`src/rtl/sram_arb_pkg.sv`:
```
// Shared definitions for sram_arbiter: one-hot FSM encoding, timeout default
// and the data word returned on an aborted read.
package sram_arb_pkg;

  localparam int DW = 16;
  localparam int AW = 16;

  localparam logic [3:0] ST_IDLE  = 4'b0001;
  localparam logic [3:0] ST_ISSUE = 4'b0010;
  localparam logic [3:0] ST_WAIT  = 4'b0100;
  localparam logic [3:0] ST_RESP  = 4'b1000;

  typedef enum logic [3:0] {
    IDLE  = ST_IDLE,
    ISSUE = ST_ISSUE,
    WAIT  = ST_WAIT,
    RESP  = ST_RESP
  } state_t;

  localparam int          TIMEOUT_CYCLES_DEF = 64;
  localparam logic [15:0] ABORT_DATA         = 16'hDEAD;

endpackage

```
`src/rtl/sram_arb_rr.sv`:
```
// Combinational 2-way round-robin picker: a lone requester wins, and on
// contention the port that was not granted last time wins.
module sram_arb_rr (
  input  logic [1:0] req,
  input  logic       last_grant,
  output logic       gnt_valid,
  output logic       gnt_id
);

  assign gnt_valid = |req;
  assign gnt_id    = (req == 2'b11) ? ~last_grant : req[1];

endmodule

```
`src/rtl/sram_arbiter.sv`:
```
// Two-port req/ack arbiter in front of sram_controller, one access at a time.
// Define SRAM_ARB_TIMEOUT_EN to bound WAIT and abort with pN_err / 16'hDEAD.
module sram_arbiter
  import sram_arb_pkg::*;
#(
  parameter int TIMEOUT_CYCLES = TIMEOUT_CYCLES_DEF
) (
  input  logic          clk,
  input  logic          rst_n,
  input  logic          p0_req,
  input  logic          p0_we,
  input  logic [AW-1:0] p0_addr,
  input  logic [DW-1:0] p0_wdata,
  output logic          p0_ack,
  output logic [DW-1:0] p0_rdata,
  output logic          p0_err,
  input  logic          p1_req,
  input  logic          p1_we,
  input  logic [AW-1:0] p1_addr,
  input  logic [DW-1:0] p1_wdata,
  output logic          p1_ack,
  output logic [DW-1:0] p1_rdata,
  output logic          p1_err,
  output logic [AW-1:0] mem_addr,
  output logic [DW-1:0] mem_wdata,
  output logic          mem_wr,
  output logic          mem_rd,
  input  logic [DW-1:0] mem_rdata,
  input  logic          mem_valid,
  input  logic          mem_busy,
  output logic          timeout_flag
);

  if (TIMEOUT_CYCLES < 8 || TIMEOUT_CYCLES > 255) begin : g_bad_timeout
    $error("sram_arbiter: TIMEOUT_CYCLES must be in 8..255");
  end

  state_t               r_state;
  logic                 r_last_grant;
  logic                 r_gid;
  logic                 r_we;
  logic [AW-1:0]        r_addr;
  logic [DW-1:0]        r_wdata;
  logic                 r_wr;
  logic                 r_rd;
  logic [1:0]           r_ack;
  logic [1:0][DW-1:0]   r_rdata;

  logic                 w_gnt_valid;
  logic                 w_gnt_id;
  logic                 w_we;
  logic [AW-1:0]        w_addr;
  logic [DW-1:0]        w_wdata;

  sram_arb_rr u_rr (
    .req        ({p1_req, p0_req}),
    .last_grant (r_last_grant),
    .gnt_valid  (w_gnt_valid),
    .gnt_id     (w_gnt_id)
  );

  assign w_we    = w_gnt_id ? p1_we    : p0_we;
  assign w_addr  = w_gnt_id ? p1_addr  : p0_addr;
  assign w_wdata = w_gnt_id ? p1_wdata : p0_wdata;

`ifdef SRAM_ARB_TIMEOUT_EN
  logic [7:0] r_cnt;
  logic [1:0] r_err;
  logic       r_tflag;
`endif

  always_ff @(posedge clk or negedge rst_n) begin
    if (!rst_n) begin
      r_state      <= IDLE;
      r_last_grant <= 1'b1;
      r_gid        <= 1'b0;
      r_we         <= 1'b0;
      r_addr       <= '0;
      r_wdata      <= '0;
      r_wr         <= 1'b0;
      r_rd         <= 1'b0;
      r_ack        <= '0;
      r_rdata      <= '0;
`ifdef SRAM_ARB_TIMEOUT_EN
      r_cnt        <= '0;
      r_err        <= '0;
      r_tflag      <= 1'b0;
`endif
    end else begin
      // strobes and acks are single-cycle pulses by default
      r_wr  <= 1'b0;
      r_rd  <= 1'b0;
      r_ack <= '0;
`ifdef SRAM_ARB_TIMEOUT_EN
      r_err <= '0;
`endif
      case (r_state)
        IDLE: begin
          if (!mem_busy && w_gnt_valid) begin
            r_gid        <= w_gnt_id;
            r_last_grant <= w_gnt_id;
            r_we         <= w_we;
            r_addr       <= w_addr;
            r_wdata      <= w_wdata;
            r_wr         <= w_we;
            r_rd         <= ~w_we;
            r_state      <= ISSUE;
          end
        end
        ISSUE: begin
          r_state <= WAIT;
`ifdef SRAM_ARB_TIMEOUT_EN
          r_cnt   <= '0;
`endif
        end
        WAIT: begin
          if (mem_valid) begin
            if (!r_we) r_rdata[r_gid] <= mem_rdata;
            r_ack[r_gid] <= 1'b1;
            r_state      <= RESP;
          end
`ifdef SRAM_ARB_TIMEOUT_EN
          else if (r_cnt == 8'(TIMEOUT_CYCLES)) begin
            if (!r_we) r_rdata[r_gid] <= ABORT_DATA;
            r_ack[r_gid] <= 1'b1;
            r_err[r_gid] <= 1'b1;
            r_tflag      <= 1'b1;
            r_state      <= RESP;
          end else begin
            r_cnt <= r_cnt + 8'd1;
          end
`endif
        end
        RESP:    r_state <= IDLE;
        default: r_state <= IDLE;
      endcase
    end
  end

  assign mem_addr  = r_addr;
  assign mem_wdata = r_wdata;
  assign mem_wr    = r_wr;
  assign mem_rd    = r_rd;
  assign p0_ack    = r_ack[0];
  assign p1_ack    = r_ack[1];
  assign p0_rdata  = r_rdata[0];
  assign p1_rdata  = r_rdata[1];

`ifdef SRAM_ARB_TIMEOUT_EN
  assign p0_err       = r_err[0];
  assign p1_err       = r_err[1];
  assign timeout_flag = r_tflag;
`else
  assign p0_err       = 1'b0;
  assign p1_err       = 1'b0;
  assign timeout_flag = 1'b0;
`endif

endmodule
```
`config.mk`:
```
export PLATFORM = sky130hd
export DESIGN_NAME = sram_arbiter
export DESIGN_NICKNAME = d
export VERILOG_FILES = /design/src/rtl/sram_arb_pkg.sv /design/src/rtl/sram_arb_rr.sv /design/src/rtl/sram_arbiter.sv
export SDC_FILE = /design/constraint.sdc
export NUM_CORES = 1
export LEC_CHECK = 0
export ABC_AREA = 1
export ABC_CLOCK_PERIOD_IN_PS = 2250
export BUFFER_PORTS_ARGS = -buffer_cell sky130_fd_sc_hd__buf_2
export CELL_PAD_IN_SITES_DETAIL_PLACEMENT = 0
export CELL_PAD_IN_SITES_GLOBAL_PLACEMENT = 2
export CORE_MARGIN = 5
export CORE_UTILIZATION = 27
export DETAILED_ROUTE_END_ITERATION = 7
export PLACE_DENSITY = 0.88
export SETUP_SLACK_MARGIN = 0.05
export SLEW_MARGIN = 20
export SYNTH_ARGS = -nofsm -noshare
export SYNTH_HDL_FRONTEND = slang
export SYNTH_SLANG_ARGS = --single-unit
```
`constraint.sdc`:
```
create_clock -name clk -period 2.25 [get_ports clk]
set_input_delay 0.225 -clock clk [delete_from_list [all_inputs] [get_ports clk]]
set_output_delay 0.225 -clock clk [all_outputs]
set_load 0.02 [all_outputs]
```
=== Word-level counts from Yosys, hierarchy flattened ===
Cells that the tools add are included.

* Flip-flop bits (word level): 75
* Output and inout bits: 71
* Word-level logic and storage cells: 47

* Order comparisons: 2
* Equality and inequality tests: 6
* Muxes and demuxes: 18
* Bitwise operators: 3
* Reductions and logical operators: 7

{| class="wikitable"
|+ Operators by type and width
! cell !! count
|-
| $mux W16 || 3
|-
| $bwmux W32 || 1
|-
| $demux W16 S1 || 1
|-
| $pmux W4 S3 || 1
|-
| $mux W4 || 2
|-
| $mux W1 || 7
|-
| $eq A4 B1 Y1 const B || 1
|-
| $eq A4 B2 Y1 const B || 1
|-
| $eq A4 B3 Y1 const B || 1
|-
| $mux W2 || 2
|-
| $ne A2 B2 Y1 const B || 2
|-
| $reduce_and A2 Y1 || 2
|-
| $not A1 Y1 || 3
|-
| $reduce_and A3 Y1 || 1
|-
| $eq A2 B2 Y1 const B || 1
|-
| $logic_and A1 B1 Y1 || 2
|-
| $lt A1 B2 Y1 const B || 1
|-
| $reduce_or A2 Y1 || 1
|-
| $demux W1 S1 || 1
|-
| $ge A1 B1 Y1 const B || 1
|-
| $logic_not A1 Y1 || 1
|}

=== Logic depth before layout (Yosys ltp) ===
Gate-level depths: netlist of run 1.

* Depth in word-level cells: 6
* Depth in mapped cells: 8

=== By module ===
Synthesis of run 1 repeated with hierarchy kept, for this count alone.

* Cell total of the unflattened synthesis: 371
* Area, all modules: 3,489.6 um2

{| class="wikitable"
|+ By module, submodules not included
! module !! times used !! cells each !! area an instance (um2) !! sequential area each (um2)
|-
| sram_arbiter || 1 || 368 || 3,474.6 || 1,879.3
|-
| sram_arb_rr || 1 || 3 || 15.0 || 0.0
|}

=== Worst setup path after synthesis of run 1 ===
Ideal clock, no wire load.

* Kind: register -> register
* Start: reg r_state[0]
* End: reg r_addr[10], in the netlist mem_addr[10]
* Setup time: 0.116 ns
* Arrival time: 1.117 ns
* Data required time: 2.134 ns
* Setup slack: 1.016 ns
* Stages on the path, launching flop included: 7
* Clock period less this slack: 1.234 ns
* Cell sequence: dfstp_2 > nand2_1 > nor2_4 > nand2_4 > buf_2 > nand2_1 > nand2_1

* Cells in the longest elaborated chain, start to end: 2

{| class="wikitable"
|+ RTL lines
! element !! line !! source
|-
| from (decl) || sram_arbiter.sv:38 || <nowiki>state_t r_state;</nowiki>
|-
| from (signal assigned) || sram_arbiter.sv:74 || <nowiki>r_state <= IDLE;</nowiki>
|-
| from (signal assigned) || sram_arbiter.sv:107 || <nowiki>r_state <= ISSUE;</nowiki>
|-
| from (signal assigned) || sram_arbiter.sv:111 || <nowiki>r_state <= WAIT;</nowiki>
|-
| $eq A4 B1 Y1 || sram_arbiter.sv:97 || <nowiki>case (r_state)</nowiki>
|-
| $reduce_and A2 Y1 (no line) || - ||
|-
| to (signal assigned) || sram_arbiter.sv:103 || <nowiki>r_addr <= w_addr;</nowiki>
|-
| to (decl) || sram_arbiter.sv:42 || <nowiki>logic [AW-1:0] r_addr;</nowiki>
|}

No other way between the ends.
A chain may end at the register's enable or synchronous reset.

=== Final worst setup path of run 1 ===
* Start: reg r_state[0]
* End: reg r_wr, in the netlist mem_wr

* Cells in the longest elaborated chain, start to end: 2

{| class="wikitable"
|+ RTL lines
! element !! line !! source
|-
| $eq A4 B1 Y1 || sram_arbiter.sv:97 ||
|-
| $mux W1 || sram_arbiter.sv:97 ||
|-
| to (signal assigned) || sram_arbiter.sv:105 || <nowiki>r_wr <= w_we;</nowiki>
|-
| to (decl) || sram_arbiter.sv:44 || <nowiki>logic r_wr;</nowiki>
|}

No other way between the ends.

==> results.py, run 1 <==
metrics = {
    "status": {
        "status": "finished, final reports clean",
    },
    "setup_path": {
        "end_kind": "flip-flop",
        "reg2reg_to": "mem_wr",
        "critPathLaunch": "r_state[0]",
        "crit_type": "flip-flop to flip-flop",
        "rrSetupSlack_ns": 0.55,
        "path_max_fanout": 37,
        "start_kind": "flip-flop",
        "crit_required_ns": 2.52,
        "arrival_ns": 1.97,
        "reg2reg_from": "r_state[0]",
        "reg2reg_depth": 6,
    },
    "detailed_routing": {
        "drt_wl_total_um": 10600,
        "vias_per_cell": 4.45,
        "route.detailed.wl_per_inst_um": 13.9,
        "firstDrtPassIters": 4,
        "vias": 3394,
        "drt.antenna.violating_nets": 0,
        "route.detailed.drc": 0,
        "drtIter0Drc": 207,
    },
    "power": {
        "seqPwrFrac_pct": 36.9,
        "p_int_mw": 3.42,
        "pwr-share-comb_pct": 38.8,
        "finalPower_mw": 5.82,
        "ir_drop_v": 0.000422,
        "power.share.clock_pct": 24.2,
        "leakage_nw": 2.81,
        "swShare_pct": 41.3,
        "power_switching_mw": 2.40,
        "powerDensity_mw_per_mm2": 1230,
    },
    "synthesis": {
        "syn_area_mm2": 0.00355,
        "synth-seq-area-share_pct": 53.0,
        "synth_common_cells": "nand2_1 (237), dfrtp_1 (73), nand4_1 (34), nand3_1 (33), buf_2 (17)",
        "async_flop_share_pct": 100,
        "synthTopCellsByArea": "dfrtp_1 (51%), nand2_1 (25%), nand4_1 (6.0%)",
        "synth_seq_cells": 75,
        "syn_inst": 438,
        "synth_cell_types": 23,
        "yosysTopAreaCellShare_pct": 51.5,
        "synth_area_per_cell_um2": 8.10,
        "synth_warnings": 0,
        "synth_ff_type": "dfrtp_1",
        "synth.most_common_cell": "nand2_1",
        "yosysTopAreaCell": "dfrtp_1",
        "synth_edf_count": 0,
    },
    "floorplanning": {
        "io_pins": 159,
        "die_x_um": 125,
        "core_area_mm2": 0.0128,
        "start_util_pct": 27.8,
        "fp.dieH_um": 125,
        "die_area_mm2": 0.0155,
        "num_rows": 41,
    },
    "sta": {
        "finalHoldViolations": 0,
        "max_freq_ghz": 0.588,
        "relSlewSlack_pct": 51.7,
        "maxSlewViolCount": 0,
        "period_share_pct": 75.5,
        "skew_ns": 0.00354,
        "tns_ns": 0,
        "rsz0062_at_grt": "false",
        "setup_viol": 0,
        "worst_hold_slack_ns": 0.0963,
        "worstMarginPinSlew_ns": 0.724,
        "min_period_ns": 1.70,
    },
    "final_layout": {
        "fin_cells": 763,
        "drive_gt1_share_pct": 33.5,
        "diodes": 0,
        "area_delta_synth_final_pct": 33.3,
        "layout.nets": 674,
    },
    "grt": {
        "antenna_found_initial": 2,
        "overflow": 0,
        "grt_pass1_vias": 3412,
        "grt_usage_pct": 13.9,
        "grt_max_degree": 58,
        "grt_pass1_wl_um": 17500,
    },
    "placed_design": {
        "portBuffers": 155,
        "hpwlAfterDp_um": 7800,
        "dp_cells": 746,
        "place_congestion": 0.783,
    },
    "clocking": {
        "cts_root_buffer": "clkbuf_16",
        "path_clk_slew_ns": 0.06,
        "cts_setup_buffers": 0,
        "clock-sinks": 75,
        "cts_buffer_depth": 2,
        "numCtsBuffers": 9,
        "cts_resized": 0,
        "cts_tree": "done",
        "ctsHoldBuffers": 1,
        "htreeDepth": 3,
        "clkLatencyLatePin_ns": 0.33,
    },
    "flow_run": {
        "cap_viol_max_count": 0,
    },
    "hold_path": {
        "worstHoldEndpoint": "r_state[2]",
        "holdPathStages": 2,
        "min_from": "mem_valid",
        "min-delay-path-class": "input pin to flip-flop",
    },
}
routing by layer:
layer / wire length [um] / vias up / track usage, %
met4: 98 / 4 / 2.90
met2: 4600 / 158 / 20.8
met1: 4770 / 1525 / 18.4
met5: 19 / - / 0
met3: 1150 / 16 / 6.43
li1: - / 1691 / -
worst max-delay path: stages, from the launching register on:
cell	delay, ns
dfstp_2	0.53
nand2_1	0.08
nor2_4	0.17
nand2_4	0.27
inv_4	0.36
nand2_1	0.13
inv_1	0.08
state kept, by name, summed over array words and instances, names as in the netlist:
signal,flops
mem_addr,16
mem_rd,1
mem_wdata,16
mem_wr,1
p0_rdata,16
p1_rdata,16
r_ack,2
r_gid,1
r_last_grant,1
r_state,4
r_we,1
final cells by class:
class,count,area (um2)
Timing Repair Buffer,165,856
Tap cell,172,215
Multi-Input combinational cell,326,1450
Sequential cell,75,1880
Clock inverter,7,68.8
Inverter,9,36.3
Clock buffer,9,225
Fill cell,1350,8040
placed cells by master (no fill, tap or decap), drive strengths merged:
cell,instances
buf,164
clkbuf,9
dfstp,2
conb,3
o21ai,1
dlygate4sd3,1
clkinvlp,2
o21bai,1
inv,8
clkinv,5
nor2,8
dfrtp,73
nor3,2
bufinv,1
nand4,34
nand2,242
nand3,35
power groups by stage:
stage	logic [mW]	registers, mW	clock network [mW]
2_1_floorplan	0.961	2.67	0
3_3_place_gp	2.27	2.17	0
4_1_cts	2.31	2.16	1.46
5_1_grt	2.53	2.21	1.51
6_report	2.26	2.15	1.41
3_5_place_dp	2.31	2.17	0
through the flow:
step | utilization, % | setup WS (ns) | cell area, um2
after detailed placement | 34.6 | 0.537 | 4430
after floorplan | - | 1.02 | 3550
after global placement | 34.6 | 0.594 | 4430
after global routing | 37.0 | 0.351 | 4730
after CTS | 37.0 | 0.523 | 4730
final | 37.0 | 0.550 | 4730
kinds of logic after synthesis:
kind of cell | after synthesis | share of synthesized area (%)
buf+inv | 39 | 6.38
other cells | 1 | 0.106
compound gates | 2 | 0.353
simple gates | 321 | 40.2
flops | 75 | 53.0
how the worst max path moves through the flow:
stage	to	slack [ns]	cells past startpoint
finish	mem_wr	0.55	6
global route	mem_wr	0.35	6
CTS	mem_wr	0.52	6
detailed placement	mem_wr	0.54	6
global placement	r_we	0.59	6
floorplan	mem_addr[10]	1.02	6
(Power assumes the default switching activity.)
==> run 2: changes to the inputs <==
--- a/config.mk
+++ b/config.mk
@@ -6,14 +6,14 @@
 export NUM_CORES = 1
 export LEC_CHECK = 0
 export ABC_AREA = 1
-export ABC_CLOCK_PERIOD_IN_PS = 2250
+export ABC_CLOCK_PERIOD_IN_PS = 1590
 export BUFFER_PORTS_ARGS = -buffer_cell sky130_fd_sc_hd__buf_2
 export CELL_PAD_IN_SITES_DETAIL_PLACEMENT = 0
 export CELL_PAD_IN_SITES_GLOBAL_PLACEMENT = 2
 export CORE_MARGIN = 5
-export CORE_UTILIZATION = 27
+export CORE_UTILIZATION = 25
 export DETAILED_ROUTE_END_ITERATION = 7
-export PLACE_DENSITY = 0.88
+export PLACE_DENSITY = 0.82
 export SETUP_SLACK_MARGIN = 0.05
 export SLEW_MARGIN = 20
 export SYNTH_ARGS = -nofsm -noshare
==> constraint.sdc (replaced) <==
create_clock -name clk -period 1.59 [get_ports clk]
set_input_delay 0.159 -clock clk [delete_from_list [all_inputs] [get_ports clk]]
set_output_delay 0.159 -clock clk [all_outputs]
set_load 0.02 [all_outputs]
==> run 2 against run 1 <==
Largest cell class unchanged. Critical path type unchanged. Non-clock buffer count is 7 higher. Via count is 0.35% lower. Final area rose by 2.9%. Largest power group unchanged.
==> results.py, run 2 (same netlist as run 1, synthesis figures left out) <==
metrics = {
    "status": {
        "status": "finished, final reports clean",
    },
    "detailed_routing": {
        "vias_per_cell": 4.35,
        "vias": 3382,
        "drt.antenna.violating_nets": 0,
        "drt_wl_total_um": 10800,
        "firstDrtPassIters": 4,
        "route.detailed.drc": 0,
        "drtIter0Drc": 186,
        "route.detailed.wl_per_inst_um": 13.9,
    },
    "flow_run": {
        "cap_viol_max_count": 0,
    },
    "floorplanning": {
        "die_area_mm2": 0.0167,
        "fp.dieH_um": 129,
        "num_rows": 43,
        "core_area_mm2": 0.0139,
        "io_pins": 159,
        "die_x_um": 129,
        "start_util_pct": 25.6,
    },
    "clocking": {
        "htreeDepth": 3,
        "cts_buffer_depth": 2,
        "clkLatencyLatePin_ns": 0.33,
        "cts_root_buffer": "clkbuf_16",
        "cts_tree": "done",
        "path_clk_slew_ns": 0.06,
        "numCtsBuffers": 9,
        "clock-sinks": 75,
    },
    "final_layout": {
        "layout_common_cells": "nand2_1 (237), buf_2 (154), dfrtp_1 (73)",
        "fin_util_pct": 35.1,
        "area_delta_synth_final_pct": 37.2,
        "fin_cells": 778,
        "layout.nets": 681,
        "final_common_cell": "nand2_1",
        "drive_gt1_share_pct": 34.1,
        "diodes": 0,
    },
    "power": {
        "powerDensity_mw_per_mm2": 1780,
        "leakage_nw": 2.87,
        "ir_drop_v": 0.000547,
    },
    "sta": {
        "rsz0062_at_grt": "false",
        "worstMarginPinSlew_ns": 0.583,
        "worst_hold_slack_ns": 0.0699,
        "max_freq_ghz": 0.729,
        "maxSlewViolCount": 0,
        "min_period_ns": 1.37,
        "period_share_pct": 86.3,
        "setup_viol": 0,
        "relSlewSlack_pct": 61.1,
        "finalHoldViolations": 0,
        "skew_ns": 0.00461,
        "tns_ns": 0,
    },
    "grt": {
        "antenna_found_initial": 0,
        "grt_pass1_wl_um": 17500,
        "grt_max_degree": 44,
        "overflow": 0,
        "grt_usage_pct": 13.2,
        "grt_pass1_vias": 3507,
    },
    "hold_path": {
        "worstHoldEndpoint": "r_state[2]",
        "min_from": "mem_valid",
        "min-delay-path-class": "input pin to flip-flop",
        "holdPathStages": 2,
    },
    "setup_path": {
        "reg2reg_depth": 7,
        "arrival_ns": 1.64,
        "end_kind": "flip-flop",
        "rrSetupSlack_ns": 0.22,
        "crit_required_ns": 1.86,
        "reg2reg_from": "r_last_grant",
        "crit_type": "flip-flop to flip-flop",
        "path_max_fanout": 13,
        "reg2reg_to": "mem_addr[10]",
        "start_kind": "flip-flop",
    },
    "placed_design": {
        "place_congestion": 0.794,
        "dp_cells": 761,
        "portBuffers": 155,
        "hpwlAfterDp_um": 8090,
    },
}
[run 2: metal layers]
metal	wire, um	share of wire, %	global-route usage, %
met1	4900	45	17.3
met2	4710	43	20.5
met3	1070	9.9	4.78
met4	147	1.4	4.14
met5	0	0	0
[run 2: metrics by stage]
step                instance area, um2  power (mW)  setup slack [ns]
finish                            4870        8.64             0.218
global route                      4870        9.27            0.0879
CTS                               4870        8.82             0.170
detailed placement                4510        6.42             0.180
global placement                  4510        6.37             0.216
floorplan                         3550        5.14             0.356
[run 2: area by class of cell]
| type | instances | area, um2 |
|---|---|---|
| multi-input combinational | 326 | 1450 |
| sequential | 75 | 1880 |
| timing repair buffer | 172 | 933 |
| inverter | 9 | 38.8 |
| clock inverter | 6 | 114 |
| fill | 1488 | 9010 |
| clock buffer | 10 | 229 |
| tap | 180 | 225 |
[run 2: timing repair]
item                                   CTS  global route
hold buffers                             1             0
setup endpoints to repair                0             1
resized for setup                        0             1
endpoints found under the hold margin   39             0
buffers inserted                         0             0
[run 2: worst max-delay path: stages (launching register included)]
cell	delay, ns
dfstp_2	0.54
nand2_2	0.06
nand2_2	0.27
buf_4	0.21
nand2_1	0.05
nand2_1	0.06
nand2_1	0.06
nand2_1	0.07
[run 2: how the worst max path moves through the flow]
stage / startpoint / endpoint / slack [ns]
finish: r_last_grant / mem_addr[10] / 0.22
global route: r_last_grant / mem_addr[8] / 0.09
CTS: r_state[0] / r_we / 0.17
detailed placement: r_state[0] / r_we / 0.18
global placement: r_state[0] / r_we / 0.22
floorplan: r_state[0] / mem_addr[6] / 0.36
[run 2: where the power goes]
part | total [mW] | internal (mW) | switching (mW)
sequential | 3.01 | 2.62 | 0.390
clock | 2.32 | 1.54 | 0.788
combinational | 3.31 | 1.07 | 2.24
